`src/rtl/pwm_capture_if.sv`:
```
// ============================================================================
// Module   : pwm_capture_if
// Brief    : PWM input plus recovered compare/top measurement bundle.
// Revision : 1.0
// ============================================================================
`default_nettype none

interface pwm_capture_if #(
    parameter int CNT_W = 9
);
    logic             i_pwm;
    logic [CNT_W-1:0] o_compare;
    logic [CNT_W-1:0] o_top;
    logic             o_valid;
    logic             o_timeout;
    logic             o_level;

    modport slave (
        input  i_pwm,
        output o_compare, o_top, o_valid, o_timeout, o_level
    );

    modport master (
        output i_pwm,
        input  o_compare, o_top, o_valid, o_timeout, o_level
    );
endinterface

`default_nettype wire

```
`src/rtl/pwm_capture.sv`:
```
// ============================================================================
// Module   : pwm_capture
// Brief    : Measures an asynchronous PWM input and recovers its (compare, top).
// Revision : 1.0
// ============================================================================
`default_nettype none

module pwm_capture #(
    parameter int CNT_W      = 9,
    parameter int MAX_PERIOD = 511
) (
    input  wire logic     i_clk,
    input  wire logic     i_rst_n,
    pwm_capture_if.slave  bus
);

    localparam logic [1:0]       S_SEEK = 2'd0;
    localparam logic [1:0]       S_HIGH = 2'd1;
    localparam logic [1:0]       S_LOW  = 2'd2;
    localparam logic [CNT_W-1:0] C_MAX  = CNT_W'(MAX_PERIOD);
    localparam logic [CNT_W-1:0] C_ONE  = CNT_W'(1);

    logic             r_sync1;
    logic             r_spwm;
    logic             r_sprev;
    logic [1:0]       r_state;
    logic [CNT_W-1:0] r_per;
    logic [CNT_W-1:0] r_hi;
    logic [CNT_W-1:0] r_compare;
    logic [CNT_W-1:0] r_top;
    logic             r_valid;
    logic             r_timeout;

    logic             w_rise;
    logic             w_sat;

    assign w_rise = r_spwm & ~r_sprev;
    assign w_sat  = (r_per == C_MAX);

    always_ff @(posedge i_clk or negedge i_rst_n) begin
        if (!i_rst_n) begin
            r_sync1   <= 1'b0;
            r_spwm    <= 1'b0;
            r_sprev   <= 1'b0;
            r_state   <= S_SEEK;
            r_per     <= '0;
            r_hi      <= '0;
            r_compare <= '0;
            r_top     <= '0;
            r_valid   <= 1'b0;
            r_timeout <= 1'b0;
        end else begin
            r_sync1 <= bus.i_pwm;
            r_spwm  <= r_sync1;
            r_sprev <= r_spwm;
            r_valid <= 1'b0;

            // A rise on the saturation cycle still closes the period normally.
            if (w_rise) begin
                if (r_state == S_LOW) begin
                    r_compare <= r_hi;
                    r_top     <= r_per - C_ONE;
                    r_valid   <= 1'b1;
                    r_timeout <= 1'b0;
                end
                r_per   <= C_ONE;
                r_hi    <= C_ONE;
                r_state <= S_HIGH;
            end else if (w_sat) begin
                r_timeout <= 1'b1;
                r_state   <= S_SEEK;
            end else begin
                case (r_state)
                    S_SEEK: r_per <= r_per + C_ONE;
                    S_HIGH: begin
                        r_per <= r_per + C_ONE;
                        if (r_spwm) begin
                            r_hi <= r_hi + C_ONE;
                        end else begin
                            r_state <= S_LOW;
                        end
                    end
                    S_LOW:  r_per <= r_per + C_ONE;
                    default: r_state <= S_SEEK;
                endcase
            end
        end
    end

    assign bus.o_compare = r_compare;
    assign bus.o_top     = r_top;
    assign bus.o_valid   = r_valid;
    assign bus.o_timeout = r_timeout;
    assign bus.o_level   = r_spwm;

endmodule

`default_nettype wire
```
`src/flat_wrapper.sv`:
```
// flat-port wrapper written by rule: the top's interface ports become plain ports
module pwm_capture_flat 
#(
    parameter int CNT_W      = 9,
    parameter int MAX_PERIOD = 511
)
  (i_clk, i_rst_n, bus_i_pwm, bus_o_compare, bus_o_top, bus_o_valid, bus_o_timeout, bus_o_level);
  pwm_capture_if #(.CNT_W(CNT_W)) bus_i ();
  input  wire logic i_clk;
  input  wire logic i_rst_n;
  input wire logic [$bits(bus_i.i_pwm)-1:0] bus_i_pwm;
  output wire logic [$bits(bus_i.o_compare)-1:0] bus_o_compare;
  output wire logic [$bits(bus_i.o_top)-1:0] bus_o_top;
  output wire logic [$bits(bus_i.o_valid)-1:0] bus_o_valid;
  output wire logic [$bits(bus_i.o_timeout)-1:0] bus_o_timeout;
  output wire logic [$bits(bus_i.o_level)-1:0] bus_o_level;
  assign bus_i.i_pwm = bus_i_pwm;
  assign bus_o_compare = bus_i.o_compare;
  assign bus_o_top = bus_i.o_top;
  assign bus_o_valid = bus_i.o_valid;
  assign bus_o_timeout = bus_i.o_timeout;
  assign bus_o_level = bus_i.o_level;
  pwm_capture #(.CNT_W(CNT_W), .MAX_PERIOD(MAX_PERIOD)) u_core (.i_clk(i_clk), .i_rst_n(i_rst_n), .bus(bus_i));
endmodule
```
`config.mk`:
```
export PLATFORM = sky130hd
export DESIGN_NAME = pwm_capture_flat
export DESIGN_NICKNAME = d
export VERILOG_FILES = /design/src/rtl/pwm_capture_if.sv /design/src/rtl/pwm_capture.sv /design/src/flat_wrapper.sv
export SDC_FILE = /design/constraint.sdc
export NUM_CORES = 1
export LEC_CHECK = 0
export BUFFER_PORTS_ARGS = -buffer_cell sky130_fd_sc_hd__buf_4
export CORE_ASPECT_RATIO = 0.9
export CORE_MARGIN = 2
export CORE_UTILIZATION = 30
export DETAILED_ROUTE_END_ITERATION = 10
export SYNTH_ARGS = -nofsm -noshare
export SYNTH_HDL_FRONTEND = slang
export SYNTH_SLANG_ARGS = --single-unit
```
`constraint.sdc`:
```
create_clock -name i_clk -period 3 [get_ports i_clk]
set_clock_uncertainty 0.05 [all_clocks]
set_input_delay 0.6 -clock i_clk [delete_from_list [all_inputs] [get_ports i_clk]]
set_output_delay 0.6 -clock i_clk [all_outputs]
set_load 0.05 [all_outputs]
```
-- Yosys cells after proc, flatten, opt, wreduce, memory -nomap -nowiden
Cells that the tools add are included.
- muxes and demuxes: 16
- equality and inequality tests: 7
- reduce and logical (&&, ||, !) cells: 12
- bitwise gates (word level): 2
- add/subtract/negate cells: 3
- operator list (cell ; count):
    two-way mux 9 bit ; 7
    adder 9 x 1 -> 9 bit, second input constant ; 2
    == test 9 bit, second input constant ; 1
    subtractor 9 x 1 -> 9 bit, second input constant ; 1
    AND reduction 2 bit ; 4
    nonzero test 2 bit ; 4
    two-way mux 2 bit ; 3
    two-way mux 1 bit ; 5
    inequality test 4 bit, second input constant ; 1
    one-hot mux 2 bit (2 select lines) ; 1
    inequality test 3 x 1 -> 1 bit, second input constant ; 1
    AND reduction 3 bit ; 1
    OR reduction 3 bit ; 1
    == test 2 x 1 -> 1 bit, second input constant ; 1
    == test 2 bit, second input constant ; 1
    logical NOT 2 bit ; 1
    inequality test 2 x 1 -> 1 bit, second input constant ; 1
    inequality test 2 bit, second input constant ; 1
    OR reduction 2 bit ; 1
    bitwise AND 1 bit ; 1
    NOT 1 bit ; 1
- register bits after elaboration: 43
- logic and storage cells: 50
- input bits: 3

-- Longest topological paths before layout
- depth in word-level cells: 5
- gate-level depth with buffers: 8
- gate-level depth less buffers: 7

-- Least setup slack after synthesis
No wires, ideal clock.
- path type: register to register
- start point: reg u_core.r_per[0]
- end point: reg u_core.r_hi[8]
- arrival: 2.028 ns
- buffers on the path: 1
- cell stages (with the launch flop): 9
- slack: 0.843 ns
- path through: dfrtp_1 ha_1 nand3_1 nor2_1 ha_1 nand4bb_1 clkbuf_1 nor4_1 mux2i_1
- longest elaborated chain between the ends: 3
- ends and longest elaborated chain (item ; RTL line ; RTL):
    start: declaration ; pwm_capture.sv:27 ; logic [CNT_W-1:0] r_per;
    start signal: assignment ; pwm_capture.sv:74 ; S_SEEK: r_per <= r_per + C_ONE;
    start signal: assignment ; pwm_capture.sv:76 ; r_per <= r_per + C_ONE;
    start signal: assignment ; pwm_capture.sv:83 ; S_LOW: r_per <= r_per + C_ONE;
    == test 9 bit ; pwm_capture.sv:38 ; assign w_sat = (r_per == C_MAX);
    inequality test 2 x 1 -> 1 bit (no source line) ; n/a ;
    AND reduction 3 bit (no source line) ; n/a ;
    end signal: assignment ; pwm_capture.sv:78 ; r_hi <= r_hi + C_ONE;
    end: declaration ; pwm_capture.sv:28 ; logic [CNT_W-1:0] r_hi;
No other way between the ends.
A chain may end at the register's enable or synchronous reset.

-- Final worst setup path
- start point: reg u_core.r_per[0]
- end point: reg u_core.r_hi[7]
Same word-level chain as after synthesis.

==> impl_metrics.ini <==
[die]
coreArea_mm2 = 0.00648
rows = 28
die_w_um = 89.7
dieArea_mm2 = 0.00727
start_util_pct = 30.6
io_pins = 24
die_y_um = 81.1

[sta]
rsz0062_at_grt = false
setup_slack_ns = 0.740
slew_viol_final = 0
worst_pin_slew_ns = 0.535
max_slew_margin_pct = 64.3
min_period_ns = 2.26
hold_violations = 0
fmax_mhz = 443
setup_viol = 0
fin_tns_setup_ns = 0
period_share_pct = 75.3
hold_ws_ns = 0.242

[layout]
seq_area_mm2 = 0.00108
area_delta_synth_final_pct = 18.9
post-route-util_pct = 36.4
fin_nets = 234
fillers = 652
num_antenna_cells = 0
multi_input_area_um2 = 815
drive_gt1_share_pct = 16.2

[route]
drt_iter0_markers = 106
first_pass_iters = 5
routed_wl_mm = 3.77
ant_nets = 0
drc_errors = 0
m1WireLength_mm = 2.05
vias = 1482
vias_per_cell = 4.66
wl_per_cell_um = 11.9
wl_met2_mm = 1.56
met3_wirelength_um = 132
top_layer_used = met4

[pwr]
switching_share_pct = 38.8
total_power_uw = 1940
p_leak_uw = 0.00108
internal_power_uw = 1190
sequentialPowerShare_pct = 41.9
combPwrFrac_pct = 34.2
ir_worst_vdd_mv = 0.248
p_per_area_mw_per_mm2 = 825
switchingPower_uw = 755
pwr-share-clk_pct = 23.9

[worst_setup_path]
max_stage_delay_ns = 0.51
r2r_start = u_core.r_per[0]
crit_slowest_cell = or4_1
crit_path_start_kind = flop
arrival_ns = 2.43
cp_max_fo = 16
r2r_cells = 8
cp_cell_sequence = ha_1, nand3_1, nor2_1, ha_1, nand4bb_1, buf_4, or4_1, a21oi_1
r2r_setup_slack_ns = 0.74
worst-path-buf-inv = 1
worstSetupPathType = flop to flop
r2r-end = u_core.r_hi[7]
endpoint_kind = flop
crit_top_cell = ha_1
cpLargestDelayFamily = simple AND/OR/NAND/NOR gates
cp_data_required_time_ns = 3.17

[clock_tree]
cts_root_buf = clkbuf_8
cts_sinks = 43
cts_hold_buf = 0
clkLatencyLatePin_ns = 0.29
post_cts_buffers = 0
cts_resized = 0
cts_buffers = 5
clk_pin_slew_worst_paths_ns = 0.08
htreeDepth = 2
clock_path_buffers = 2
tritoncts = done

[logic_synthesis]
yosysTopAreaCell = dfrtp_1
yosys-top-cells-area = dfrtp_1 54%, nand2_1 7.6%, or4_1 4.2%
synthesis.nets = 211
synth-seq-cells = 43
ys_warn_count = 0
syn_inst = 204
yosysSeqAreaShare_pct = 54.3
synth_edf_count = 0
synth_compound_area_share_pct = 13.3
synth_flop_cell = dfrtp_1
muxShareOfSynthArea_pct = 1.01
ys_types = 34
async_flop_share_pct = 100
yosys.area_share.simple_pct = 22.5
yosysTopAreaCellShare_pct = 54.3
synth_top_family_by_area = simple AND/OR/NAND/NOR gates
synthesis.area_mm2 = 0.00198
synth_xor_area_share_pct = 1.77
synthAdderAreaFrac_pct = 2.53
syn_avg_cell_area_um2 = 9.72

[global_routing]
grt_max_degree = 44
grt.total_usage_pct = 10.8
grt_pass1_wl_mm = 6.22
grt_overflow = 0
antenna_found_initial = 0
grt_pass1_vias = 1268

[placement]
numPortBuffers = 23
globalplace.congestion = 0.732
dp_slack_ns = 0.765
hpwl_mm = 2.60

[job]
max-cap-violations = 0

[hold_path]
holdCritPathClass = input pin to asynchronous set/reset pin

[status]
status = finished, final reports clean
==> area by class of cell <==
type / instances / share of cell area (%)
Sequential cell: 43 / 45.6
Multi-Input combinational cell: 141 / 34.6
Timing Repair Buffer: 27 / 8.60
Tap cell: 90 / 4.78
Clock buffer: 6 / 3.50
Clock inverter: 2 / 1.49
Inverter: 9 / 1.43
==> flip-flops by register name, indices dropped and copies added (netlist names) <==
name                  flops
u_core.r_per              9
u_core.bus.o_level        1
u_core.bus.o_valid        1
u_core.r_hi               9
u_core.r_state            2
u_core.bus.o_timeout      1
u_core.r_sync1            1
u_core.bus.o_top          9
u_core.bus.o_compare      9
u_core.r_sprev            1
==> metal layers <==
| layer | track usage (%) | vias up |
|---|---|---|
| met4 | 2.69 | 0 |
| met5 | 0 | - |
| met2 | 14.9 | 33 |
| li1 | - | 770 |
| met1 | 17.1 | 674 |
| met3 | 2.24 | 5 |
==> kinds of logic (layout without fill, tap and decap cells) <==
family	count (synthesis)	in the layout
mux	2	2
simple gates	86	86
compound gates	45	45
fa+ha+maj	4	4
flops	43	43
xor+xnor	4	4
buf+inv	20	44
==> power by group through the flow <==
| stage | Sequential [uW] | Clock, uW | Combinational [uW] |
|---|---|---|---|
| finish | 814 | 465 | 664 |
| global route | 833 | 510 | 730 |
| CTS | 814 | 477 | 670 |
| detailed placement | 826 | 0 | 669 |
| global placement | 820 | 0 | 665 |
| floorplan | 1020 | 0 | 293 |
==> worst max path at each step <==
stage	from	end	slack [ns]	cells past startpoint
after global placement	u_core.r_per[0]	u_core.r_hi[6]	0.81	8
final	u_core.r_per[0]	u_core.r_hi[7]	0.74	8
after global routing	u_core.r_per[0]	u_core.r_hi[7]	0.60	8
after CTS	u_core.r_per[0]	u_core.r_hi[7]	0.73	8
after detailed placement	u_core.r_per[0]	u_core.r_hi[7]	0.77	8
after floorplan	u_core.r_per[0]	u_core.r_hi[8]	0.84	8
==> cells in the final DEF, fill, tap and decap left out, types with 2 or more instances in the layout <==
cell | netlist | routed
inv_1 | 9 | 9
nand4_1 | 2 | 2
buf_4 | 0 | 27
nand2_1 | 40 | 40
clkbuf_8 | 0 | 6
nand3_1 | 9 | 9
nor2_1 | 7 | 7
or4_1 | 11 | 11
xnor2_1 | 3 | 3
mux2i_1 | 2 | 2
or3_1 | 6 | 6
ha_1 | 4 | 4
o21ai_0 | 13 | 13
nand2b_1 | 2 | 2
a21oi_1 | 16 | 16
o31ai_1 | 8 | 8
nand4bb_1 | 2 | 2
o211ai_1 | 3 | 3
dfrtp_1 | 43 | 43
==> synthesized netlist by cell type, types with 2 or more instances <==
cell type	instances
dfrtp_1	43
nand2_1	40
a21oi_1	16
o21ai_0	13
or4_1	11
inv_1	9
nand3_1	9
o31ai_1	8
clkbuf_1	7
nor2_1	7
or3_1	6
ha_1	4
o211ai_1	3
xnor2_1	3
buf_6	2
mux2i_1	2
nand2b_1	2
nand4_1	2
nand4bb_1	2
==> through the flow <==
| stage | cell area, um^2 | instances |
|---|---|---|
| after floorplan | 1980 | 204 |
| after global placement | 2240 | 310 |
| after detailed placement | 2240 | 310 |
| after CTS | 2360 | 318 |
| after global routing | 2360 | 318 |
| final | 2360 | 318 |
No activity file was read; power rests on OpenSTA's default activity.
